<file path="config.mk">
export PLATFORM = sky130hd
export DESIGN_NAME = vga_timing
export DESIGN_NICKNAME = d
export VERILOG_FILES = /design/src/rtl/vga_timing.sv
export SDC_FILE = /design/constraint.sdc
export NUM_CORES = 1
export LEC_CHECK = 0
export CORE_ASPECT_RATIO = 1.4
export CORE_MARGIN = 5
export CORE_UTILIZATION = 49
export DETAILED_ROUTE_END_ITERATION = 16
export PLACE_DENSITY = 0.79
export SYNTH_ARGS = -nofsm -noshare
export SYNTH_HDL_FRONTEND = slang
export SYNTH_SLANG_ARGS = --single-unit
</file>
<file path="constraint.sdc">
create_clock -name clk -period 5.6 [get_ports clk]
set_clock_uncertainty 0.1 [all_clocks]
set_input_delay 0.56 -clock clk [delete_from_list [all_inputs] [get_ports clk]]
set_output_delay 0.56 -clock clk [all_outputs]
set_load 0.1 [all_outputs]
</file>
<file path="src/rtl/vga_timing.sv">
// rtl/vga_timing.sv - VGA 640x480@60 timing generator and registered RGB/sync output stage
module vga_timing #(
    parameter int CLK_DIV = 2,
    parameter int H_BP    = 48,
    parameter int H_ACT   = 640,
    parameter int H_FP    = 16,
    parameter int H_SYNC  = 96,
    parameter int V_BP    = 33,
    parameter int V_ACT   = 480,
    parameter int V_FP    = 10,
    parameter int V_SYNC  = 2
) (
    input  logic       clk,
    input  logic       rst,
    input  logic [7:0] next_color,
    output logic [9:0] col,
    output logic [9:0] row,
    output logic       req,
    output logic       hsync,
    output logic       vsync,
    output logic [7:0] rgb
);

    localparam int H_TOT = H_BP + H_ACT + H_FP + H_SYNC;
    localparam int V_TOT = V_BP + V_ACT + V_FP + V_SYNC;
    localparam int DW    = $clog2(CLK_DIV);

    localparam logic [DW-1:0] DIV_LAST = DW'(CLK_DIV - 1);

    // Line layout: back porch first, so col 0 is the start of the back porch
    // and pixel_gen can subtract H_BP to get its logical x coordinate.
    localparam logic [9:0] H_LAST       = 10'(H_TOT - 1);
    localparam logic [9:0] H_ACT_START  = 10'(H_BP);
    localparam logic [9:0] H_ACT_END    = 10'(H_BP + H_ACT);
    localparam logic [9:0] H_SYNC_START = 10'(H_BP + H_ACT + H_FP);

    localparam logic [9:0] V_LAST       = 10'(V_TOT - 1);
    localparam logic [9:0] V_ACT_START  = 10'(V_BP);
    localparam logic [9:0] V_ACT_END    = 10'(V_BP + V_ACT);
    localparam logic [9:0] V_SYNC_START = 10'(V_BP + V_ACT + V_FP);

    logic [DW-1:0] div;
    logic          pix_en;
    logic          h_vis;
    logic          v_vis;
    logic          visible;
    logic          h_sync_band;
    logic          v_sync_band;
    logic          vis_d;
    logic          hs_d;
    logic          vs_d;

    // Pixel enable fires on the last system clock of each pixel period.
    assign pix_en = (div == DIV_LAST);

    // Region decode from the registered counters only, so req is glitch-free
    // relative to the clock edge that pixel_gen samples it on.
    assign h_vis       = (col >= H_ACT_START) && (col < H_ACT_END);
    assign v_vis       = (row >= V_ACT_START) && (row < V_ACT_END);
    assign visible     = h_vis && v_vis;
    assign h_sync_band = (col >= H_SYNC_START);
    assign v_sync_band = (row >= V_SYNC_START);

    // One request per active pixel, on the edge where that pixel is consumed.
    assign req = pix_en && visible;

    // System-clock divider producing the pixel cadence.
    always_ff @(posedge clk or posedge rst) begin
        if (rst) begin
            div <= '0;
        end else if (pix_en) begin
            div <= '0;
        end else begin
            div <= div + 1'b1;
        end
    end

    // Horizontal and vertical counters, stepping once per pixel period.
    always_ff @(posedge clk or posedge rst) begin
        if (rst) begin
            col <= '0;
            row <= '0;
        end else if (pix_en) begin
            if (col == H_LAST) begin
                col <= '0;
                if (row == V_LAST) begin
                    row <= '0;
                end else begin
                    row <= row + 1'b1;
                end
            end else begin
                col <= col + 1'b1;
            end
        end
    end

    // First pipeline stage: capture region flags for the pixel being requested,
    // so they line up with next_color arriving one clock later.
    always_ff @(posedge clk or posedge rst) begin
        if (rst) begin
            vis_d <= 1'b0;
            hs_d  <= 1'b1;
            vs_d  <= 1'b1;
        end else if (pix_en) begin
            vis_d <= visible;
            hs_d  <= !h_sync_band;
            vs_d  <= !v_sync_band;
        end
    end

    // Output stage: colour and sync leave together; colour is gated by the
    // delayed visible flag so nothing from pixel_gen leaks into blanking.
    always_ff @(posedge clk or posedge rst) begin
        if (rst) begin
            rgb   <= '0;
            hsync <= 1'b1;
            vsync <= 1'b1;
        end else if (pix_en) begin
            rgb   <= vis_d ? next_color : 8'h00;
            hsync <= hs_d;
            vsync <= vs_d;
        end
    end

endmodule

</file>
After elaboration in Yosys (flattened, before gate mapping) --
Cells that the tools add are included.
Word-level totals: register bits after elaboration 34, input bits 10, output and inout port bits 31, word-level logic and storage cells 31
Cells by class: $add $sub $neg 3, order comparisons 6, equal/unequal tests 2, mux-type cells 4, reductions and logical operators 7
Operator list (count):
- 10-bit by 1-bit adder with 10-bit output, second input constant | 2
- 10-bit == test, second input constant | 2
- 10-bit >= comparator, second input constant | 2
- 10-bit by 6-bit >= comparator with 1-bit output, second input constant | 2
- 10-bit < comparator, second input constant | 2
- 10-bit two-way mux | 2
- 8-bit two-way mux | 1
- 1-bit logical AND | 4
- 1-bit logical NOT | 2
- 2-bit AND reduction | 1
- 1-bit adder, second input constant | 1
- 1-bit two-way mux | 1

Longest topological paths before layout --
Gate-level depths: netlist of the first run.
depth in word-level cells 4, depth in mapped cells 7

Least setup slack after synthesis of the first run --
OpenSTA, ideal clock, no wires.
path type reg-to-output, start point register row[1], end point output req, arrival time 4491 ps, slack 449 ps, cell stages (with the launch flop) 6, path through dfrtp_1 -> inv_1 -> ha_1 -> nor3b_1 -> a31oi_1 -> nor4_1
Between the ends: cells in the longest elaborated chain, start to end 4, elaborated cells on any way between the ends 5, those cells by class 2 x order compare; 3 x reduce/logical
Ends and longest elaborated chain:
- start, declared | RTL line 17 | output logic [9:0] row,
- start signal, assigned | RTL line 89 | row <= row + 1'b1;
- 10-bit by 6-bit >= comparator with 1-bit output / 10-bit < comparator (equally long branches) | RTL line 59 | assign v_vis = (row >= V_ACT_START) && (row < V_ACT_END);
- 1-bit logical AND (*) | RTL line 59
- 1-bit logical AND (*) | RTL line 60 | assign visible = h_vis && v_vis;
- 1-bit logical AND (*) | RTL line 65 | assign req = pix_en && visible;
- end, declared | RTL line 18 | output logic req,
Every way passes the cells marked *; elsewhere a longest branch is shown, timed or not.

Worst setup path after layout of the first run --
start point register row[0], end point output req
Same word-level chain as after synthesis.

==> results of run 1 <==
==> per-stage QoR <==
step | worst slack (ps) | hold WS [ps] | utilization (%) | area (um^2)
CTS | 1930 | 395 | 65.6 | 2220
finish | 1940 | 394 | 65.6 | 2220
floorplan | 449 | 339 | - | 1720
global placement | 2350 | 361 | 62.9 | 2130
detailed placement | 2250 | 378 | 62.9 | 2130
global route | 1700 | 415 | 65.6 | 2220
==> final cells by class <==
| type | instances | area [um^2] |
|---|---|---|
| fill | 273 | 1160 |
| sequential | 34 | 856 |
| multi-input combinational | 113 | 774 |
| timing repair buffer | 41 | 408 |
| clock buffer | 7 | 86.3 |
| tap | 40 | 50.0 |
| inverter | 10 | 37.5 |
| clock inverter | 1 | 5.00 |
==> power by group through the flow <==
| stage | combinational, W | sequential (W) | clock, W |
|---|---|---|---|
| global route | 0.0000129 | 0.000245 | 0.000201 |
| floorplan | 0.00000365 | 0.000250 | 0 |
| global placement | 0.0000116 | 0.000250 | 0 |
| CTS | 0.0000119 | 0.000246 | 0.000188 |
| finish | 0.0000115 | 0.000246 | 0.000183 |
| detailed placement | 0.0000120 | 0.000250 | 0 |
==> placed cells by master (no fill, tap or decap), types with 2 or more instances in the layout <==
cell type,n
dfstp_2,4
nand3_1,5
nor3b_1,2
mux2_2,2
nor3_1,4
nand2_1,11
a21o_1,2
nor4_1,3
nor2b_1,2
a31oi_1,3
nand4_1,6
dfrtp_1,30
inv_1,9
clkbuf_8,6
o41ai_1,2
xnor2_1,6
nor2_1,11
o21ai_0,13
xor2_1,2
a21oi_1,3
ha_1,5
and3_1,4
clkdlybuf4s50_1,40
a22o_1,12
==> cells in the mapped netlist (2+ instances only) <==
cell type	instances	area, um^2
dfrtp_1	30	751
o21ai_0	13	65.1
a22o_1	12	105
nand2_1	11	41.3
nor2_1	11	41.3
inv_1	9	33.8
nand4_1	6	37.5
xnor2_1	6	52.6
ha_1	5	62.6
nand3_1	5	25.0
and3_1	4	25.0
dfstp_2	4	105
nor3_1	4	20.0
a21oi_1	3	15.0
a31oi_1	3	18.8
clkbuf_1	3	11.3
nor4_1	3	18.8
a21o_1	2	15.0
buf_4	2	15.0
buf_6	2	22.5
mux2_2	2	22.5
nor2b_1	2	12.5
nor3b_1	2	15.0
o41ai_1	2	17.5
xor2_1	2	17.5
==> registers in the layout (all words and copies together), names as in the netlist <==
register  cells
col          10
row          10
rgb           8
div           1
hs_d          1
hsync         1
vis_d         1
vs_d          1
vsync         1
==> metal layers <==
layer | track usage, % | vias to the layer above | routed length (um)
met1 | 22.6 | 696 | 1630
met4 | 7.54 | 0 | 79
met2 | 33.4 | 55 | 2070
met5 | 0 | - | 0
li1 | - | 681 | -
met3 | 5.66 | 8 | 281
==> worst min path at each step <==
stage | to | cells past startpoint | slack [ps] | startpoint
after floorplan | vis_d | 2 | 340 | vis_d
after global placement | vis_d | 2 | 360 | vis_d
after detailed placement | vs_d | 2 | 380 | vs_d
after CTS | vs_d | 2 | 390 | vs_d
after global routing | vs_d | 2 | 410 | vs_d
final | vs_d | 2 | 390 | vs_d
==> critical path, stage by stage, from the launching register on <==
cell,delay [ps]
dfrtp_1,450
inv_1,120
ha_1,180
nor3b_1,310
a31oi_1,170
nor4_1,300
clkdlybuf4s50_1,1190
==> logic make-up after synthesis <==
group                    share of synthesized area, %
buffers and inverters                            5.03
multiplexers                                     2.19
AO/OA/AOI/OAI                                    16.4
flip-flops                                       49.9
XOR/XNOR                                         4.08
adder cells (fa/ha/maj)                          3.64
AND/OR/NAND/NOR                                  18.8
==> impl_metrics.env, run 1 <==
export IMPL_status="completed"
export IMPL_fin_tns_setup_ps=0
export IMPL_synth_nets=179
export IMPL_hold_violations=0
export IMPL_cts_sinks=34
export IMPL_cp_startpoint="row[0]"
export IMPL_p_switching_w=0.0000892
export IMPL_holdBufCountCts=0
export IMPL_path_clk_slew_ps=60
export IMPL_synth_async_reset_ratio_pct=100
export IMPL_yosysSeqAreaShare_pct=49.9
export IMPL_reg2reg_slack_ps=3470
export IMPL_p_leak_nw=0.925
export IMPL_powerDensity_nw_per_um2=198
export IMPL_ff2ff_path_depth=4
export IMPL_yosysWarnings=0
export IMPL_cts_resized_gates=0
export IMPL_detail_route_first_pass_iterations=4
export IMPL_nNetsFinal=220
export IMPL_synth_edff_count=0
export IMPL_pwr_share_comb_pct=2.6
export IMPL_rows=25
export IMPL_dieArea_um2=4800
export IMPL_cp_start_kind="flop"
export IMPL_antenna_found_initial=0
export IMPL_hold_class="flop to flop"
export IMPL_peakVddDrop_v=0.000140
export IMPL_coreArea_um2=3380
export IMPL_slew_violations=0
export IMPL_ys_flop_type="dfrtp_1"
export IMPL_clkPwrFrac_pct=41.5
export IMPL_num_antenna_cells=0
export IMPL_clk_latency_ps=280
export IMPL_place_congestion=0.905
export IMPL_final_layout_size_suffix_gt1_share_pct=9.71
export IMPL_grt_pass1_vias=1499
export IMPL_clockBufferDepth=2
export IMPL_worstMarginPinSlew_ps=985
export IMPL_layout_cells_non_filler=246
export IMPL_tritoncts="done"
export IMPL_grt_overflow_total=0
export IMPL_drtAntennaViolNets=0
export IMPL_viasPerCell=5.85
export IMPL_fp_dieH_um=80.0
export IMPL_ys_seq_elements=34
export IMPL_timing_rr_end="row[4]"
export IMPL_finalCritPeriodShare_pct=65.4
export IMPL_drt_wirelength_per_cell_um=16.5
export IMPL_place_hpwl_mm=3.06
export IMPL_routed_wl_mm=4.06
export IMPL_grt_pass1_wl_mm=7.04
export IMPL_drc=0
export IMPL_synth_area_per_cell_um2=10.5
export IMPL_crit_arrival_ps=3000
export IMPL_dieWidth_um=60.0
export IMPL_area_delta_synth_final_pct=29.2
export IMPL_power_frac_seq_pct=55.8
export IMPL_rr_startpoint="div"
export IMPL_htree_levels=2
export IMPL_slew_limit_headroom_pct=34.2
export IMPL_drv_cap=0
export IMPL_timing_final_crit_period_ps=3660
export IMPL_portBuffers=40
export IMPL_netlist_area_um2=1720
export IMPL_grt_max_degree=35
export IMPL_numCtsBuffers=5
export IMPL_swShare_pct=20.3
export IMPL_critical_path_class="flop to primary output"
export IMPL_cp_max_fo=8
export IMPL_drt_initial_drc_count=39
export IMPL_power_internal_w=0.000351
export IMPL_cts_setup_buffers=0
export IMPL_synth_cell_types=41
export IMPL_start_util_pct=50.8
export IMPL_crit_required_ps=4940
export IMPL_finalSetupViolCount=0
export IMPL_num_vias=1440
export IMPL_total_power_w=0.000440
export IMPL_dpl_cell_count=238
export IMPL_cp_end_kind="primary output"
export IMPL_rsz0062_at_grt="false"
export IMPL_fmax_mhz=273
export IMPL_io_pins=41
export IMPL_synthCells=164
export IMPL_cts_root_buffer="clkbuf_8"
export IMPL_crit_end="req"
export IMPL_track_usage_pct=19.6
No activity file was read; power rests on OpenSTA's default activity.
==> run 2, diff against run 1 <==
==> constraint.sdc (replaced) <==
create_clock -name clk -period 3.64 [get_ports clk]
set_clock_uncertainty 0.1 [all_clocks]
set_input_delay 0.364 -clock clk [delete_from_list [all_inputs] [get_ports clk]]
set_output_delay 0.364 -clock clk [all_outputs]
set_load 0.1 [all_outputs]
==> run 2 against run 1 <==
  * Clock power up 38%
  * Critical path depth unchanged
  * Critical endpoint unchanged
  * Register-to-register slack worse by 2000 ps
  * Hold slack worse by 21 ps
  * Total power up 47%
  * Die area unchanged
  * Setup slack worse by 930 ps
  * Wire length up 5.1%
  * Final cell count down 0.41%
  * Critical path type unchanged
==> impl_metrics.env, run 2 (synthesis results as in run 1) <==
export IMPL_drt_initial_drc_count=45
export IMPL_antenna_found_initial=0
export IMPL_slew_limit_headroom_pct=33.7
export IMPL_reg_top3="col (10), row (10), rgb (8)"
export IMPL_fmax_mhz=379
export IMPL_final_layout_size_suffix_gt1_share_pct=9.76
export IMPL_num_vias=1456
export IMPL_clk_latency_ps=280
export IMPL_powerDensity_nw_per_um2=292
export IMPL_cts_root_buffer="clkbuf_8"
export IMPL_routed_wl_mm=4.27
export IMPL_drv_cap=0
export IMPL_crit_required_ps=3180
export IMPL_rsz0062_at_grt="false"
export IMPL_critical_path_class="flop to primary output"
export IMPL_drtAntennaViolNets=0
export IMPL_dpl_cell_count=238
export IMPL_tritoncts="done"
export IMPL_grt_overflow_total=0
export IMPL_drt_wirelength_per_cell_um=17.4
export IMPL_io_pins=41
export IMPL_detail_route_first_pass_iterations=4
export IMPL_holdBufCountCts=0
export IMPL_p_leak_nw=0.917
export IMPL_fp_dieH_um=80.0
export IMPL_start_util_pct=50.8
export IMPL_nNetsFinal=220
export IMPL_fin_tns_setup_ps=0
export IMPL_dieArea_um2=4800
export IMPL_finalCritPeriodShare_pct=72.4
export IMPL_hold_violations=0
export IMPL_track_usage_pct=20.3
export IMPL_grt_pass1_wl_mm=7.27
export IMPL_grt_pass1_vias=1542
export IMPL_htree_levels=2
export IMPL_portBuffers=40
export IMPL_peakVddDrop_v=0.000258
export IMPL_slew_violations=0
export IMPL_coreArea_um2=3380
export IMPL_place_hpwl_mm=3.15
export IMPL_grt_max_degree=35
export IMPL_drc=0
export IMPL_area_delta_synth_final_pct=29.0
export IMPL_cts_sinks=34
export IMPL_mostFrequentLayoutCells="clkdlybuf4s50_1 (39), dfrtp_1 (30), o21ai_0 (13), a22o_1 (12)"
export IMPL_cp_max_fo=8
export IMPL_layout_commonest_cell="clkdlybuf4s50_1"
export IMPL_hold_class="input port to async pin"
export IMPL_cts_setup_buffers=0
export IMPL_status="completed"
export IMPL_viasPerCell=5.94
export IMPL_clockBufferDepth=2
export IMPL_timing_final_crit_period_ps=2640
export IMPL_cts_resized_gates=0
export IMPL_finalSetupViolCount=0
export IMPL_layout_cells_non_filler=245
export IMPL_cp_start_kind="flop"
export IMPL_rows=25
export IMPL_path_clk_slew_ps=60
export IMPL_holdWs_ps=373
export IMPL_numCtsBuffers=5
export IMPL_dieWidth_um=60.0
export IMPL_cp_end_kind="primary output"
export IMPL_total_power_w=0.000648
export IMPL_num_antenna_cells=0
export IMPL_place_congestion=0.884
export IMPL_worstMarginPinSlew_ps=991
export IMPL_crit_arrival_ps=2170
## run 2: cell types whose count changed in the layout (fill, tap and decap cells not counted), sizes merged
cell and change:
buf +1, clkdlybuf4s50 -1, clkinv -1
## run 2: through the flow
step                      utilization (%)  worst slack, ps  area [um^2]
final                                65.6             1000         2210
after floorplan                         -              462         1730
after detailed placement             63.3             1320         2140
after global routing                 65.6              798         2210
after global placement               63.3             1410         2140
after CTS                            65.6              999         2210
## run 2: path summary, 6_finish.rpt
| path | cells after the start | slack (ps) | from | end |
|---|---|---|---|---|
| max in group asynchronous | 3 | 2730 | rst | hsync |
| min in group clk | 2 | 380 | vis_d | vis_d |
| hold / removal | 3 | 370 | rst | rgb[6] |
| hold reg to reg | 2 | 380 | vis_d | vis_d |
| setup / recovery | 6 | 1000 | row[0] | req |
| setup reg to reg | 4 | 1520 | div | row[7] |
## run 2: critical path: stages (launching register included)
cell     delay (ps)
dfrtp_1         450
inv_1           100
ha_1            160
nor3b_1         320
a31oi_1         230
nor4_4          290
buf_4           330
## run 2: where the power goes
group / switching (W) / internal (W) / total, W
clock network: 0.000120 / 0.000131 / 0.000252
registers: 0 / 0.000378 / 0.000378
logic: 0.00000862 / 0.00000922 / 0.0000178
## run 2: metal layers
| layer | up-vias | wire length (um) | global-route usage [%] |
|---|---|---|---|
| met5 | - | 0 | 0 |
| met4 | 0 | 120 | 9.53 |
| met3 | 15 | 256 | 4.85 |
| met2 | 53 | 2280 | 35.3 |
| met1 | 710 | 1620 | 22.3 |
| li1 | 678 | - | - |
## run 2: cell type report
| class | count | area, um^2 |
|---|---|---|
| clock buffers | 7 | 76.3 |
| inverters | 10 | 37.5 |
| flip-flops and latches | 34 | 856 |
| multi-input cells | 113 | 790 |
| repair buffers | 41 | 405 |
| well taps | 40 | 50.0 |
| fillers | 282 | 1160 |
==> run 3, diff against run 2 <==
==> constraint.sdc (replaced) <==
create_clock -name clk -period 2.6 [get_ports clk]
set_clock_uncertainty 0.1 [all_clocks]
set_input_delay 0.26 -clock clk [delete_from_list [all_inputs] [get_ports clk]]
set_output_delay 0.26 -clock clk [all_outputs]
set_load 0.1 [all_outputs]
==> run 3 against run 2 <==
  * Via count down 3.5%
  * Largest power group unchanged
  * Die area unchanged
  * Final area is 0.62% higher
  * Critical endpoint unchanged
==> impl_metrics.env, run 3 (synthesis results as in run 1) <==
export IMPL_dp_slack_ps=570
export IMPL_worstMarginPinSlew_ps=648
export IMPL_htree_levels=2
export IMPL_hold_class="input port to async pin"
export IMPL_slew_violations=0
export IMPL_rows=25
export IMPL_num_antenna_cells=0
export IMPL_grt_pass1_wl_mm=6.93
export IMPL_cp_start_kind="flop"
export IMPL_cts_setup_buffers=0
export IMPL_holdBufCountCts=0
export IMPL_routed_wl_mm=4.04
export IMPL_numCtsBuffers=5
export IMPL_p_leak_nw=0.960
export IMPL_drv_cap=0
export IMPL_crit_arrival_ps=1920
export IMPL_layout_commonest_cell="buf_4"
export IMPL_cts_sinks=34
export IMPL_mostFrequentLayoutCells="buf_4 (32), dfrtp_1 (14), o21ai_0 (13), a22o_1 (12), dfrtp_2 (12)"
export IMPL_drt_wirelength_per_cell_um=16.4
export IMPL_slew_limit_headroom_pct=56.3
export IMPL_portBuffers=40
export IMPL_grt_overflow_total=0
export IMPL_timing_final_crit_period_ps=2280
export IMPL_cts_resized_gates=0
export IMPL_drt_initial_drc_count=44
export IMPL_clockBufferDepth=2
export IMPL_coreArea_um2=3380
export IMPL_crit_required_ps=2240
export IMPL_layout_cells_non_filler=247
export IMPL_io_pins=41
export IMPL_grt_max_degree=35
export IMPL_track_usage_pct=19.1
export IMPL_drtAntennaViolNets=0
export IMPL_rsz0062_at_grt="false"
export IMPL_dieArea_um2=4800
export IMPL_area_delta_synth_final_pct=29.8
export IMPL_fp_dieH_um=80.0
export IMPL_fin_ws_ps=319
export IMPL_nNetsFinal=221
export IMPL_num_vias=1405
export IMPL_final_layout_size_suffix_gt1_share_pct=35.3
export IMPL_critical_path_class="flop to primary output"
export IMPL_dpl_cell_count=239
export IMPL_grt_pass1_vias=1438
export IMPL_viasPerCell=5.69
export IMPL_status="completed"
export IMPL_finalCritPeriodShare_pct=87.7
export IMPL_cts_root_buffer="clkbuf_8"
export IMPL_cp_max_fo=8
export IMPL_place_congestion=0.866
export IMPL_reg_top3="col (10), row (10), rgb (8)"
export IMPL_peakVddDrop_v=0.000379
export IMPL_start_util_pct=50.8
export IMPL_antenna_found_initial=0
export IMPL_powerDensity_nw_per_um2=414
export IMPL_dieWidth_um=60.0
export IMPL_path_clk_slew_ps=70
export IMPL_place_hpwl_mm=2.97
export IMPL_fmax_mhz=438
export IMPL_hold_violations=0
export IMPL_cp_end_kind="primary output"
export IMPL_finalSetupViolCount=0
export IMPL_tritoncts="done"
export IMPL_detail_route_first_pass_iterations=4
export IMPL_clk_latency_ps=280
export IMPL_drc=0
==> run 3: cell types whose count changed in the layout (fill, tap and decap cells not counted), sizes merged <==
cell	change
buf	+31
clkdlybuf4s50	-30
clkbuf	+1
==> run 3: area by class of cell <==
| type | count | area [um^2] |
|---|---|---|
| clock buffer | 8 | 80.1 |
| sequential | 34 | 886 |
| fill | 276 | 1150 |
| tap | 40 | 50.0 |
| timing repair buffer | 42 | 350 |
| multi-input combinational | 113 | 825 |
| inverter | 10 | 37.5 |
==> run 3: worst paths after layout <==
kind                          end  slack (ps)   start  cells after the start
min in group clk            vis_d         380   vis_d                      2
max                           req         320  row[0]                      6
min                        row[6]         270     rst                      3
max reg2reg                row[4]         550  col[0]                      5
min reg2reg                 vis_d         380   vis_d                      2
max in group asynchronous  col[6]        1790     rst                      3
==> run 3: metrics by stage <==
stage / cell area (um^2) / setup TNS [ps] / hold slack (ps) / power, W / utilization (%)
after CTS: 2230 / 0 / 290 / 0.000930 / 66.0
after detailed placement: 2150 / 0 / 368 / 0.000565 / 63.6
final: 2230 / 0 / 275 / 0.000922 / 66.0
after global placement: 2150 / 0 / 358 / 0.000564 / 63.6
after floorplan: 1800 / -1.13 / 289 / 0.000547 / -
after global routing: 2230 / 0 / 321 / 0.000954 / 66.0
==> run 3: layer usage <==
layer | vias up | share of wire (%) | wire [um] | track usage [%]
li1 | 678 | - | - | -
met1 | 675 | 41 | 1650 | 23.9
met2 | 42 | 51 | 2070 | 29.4
met3 | 10 | 5.7 | 229 | 5.83
met4 | 0 | 2.3 | 93 | 9.09
met5 | - | 0 | 0 | 0
==> run 3: critical path, cell delays in order, from the launching register on <==
cell and delay (ps):
dfrtp_4 510, ha_1 210, nor2_1 80, nand3_1 80, a211oi_1 470, nor4_4 100, buf_12 200
==> run 3: power breakdown <==
group          internal (W)  switching (W)   total, W
combinational     0.0000129      0.0000122  0.0000251
sequential         0.000529              0   0.000529
clock              0.000190       0.000178   0.000368
total              0.000732       0.000190   0.000922
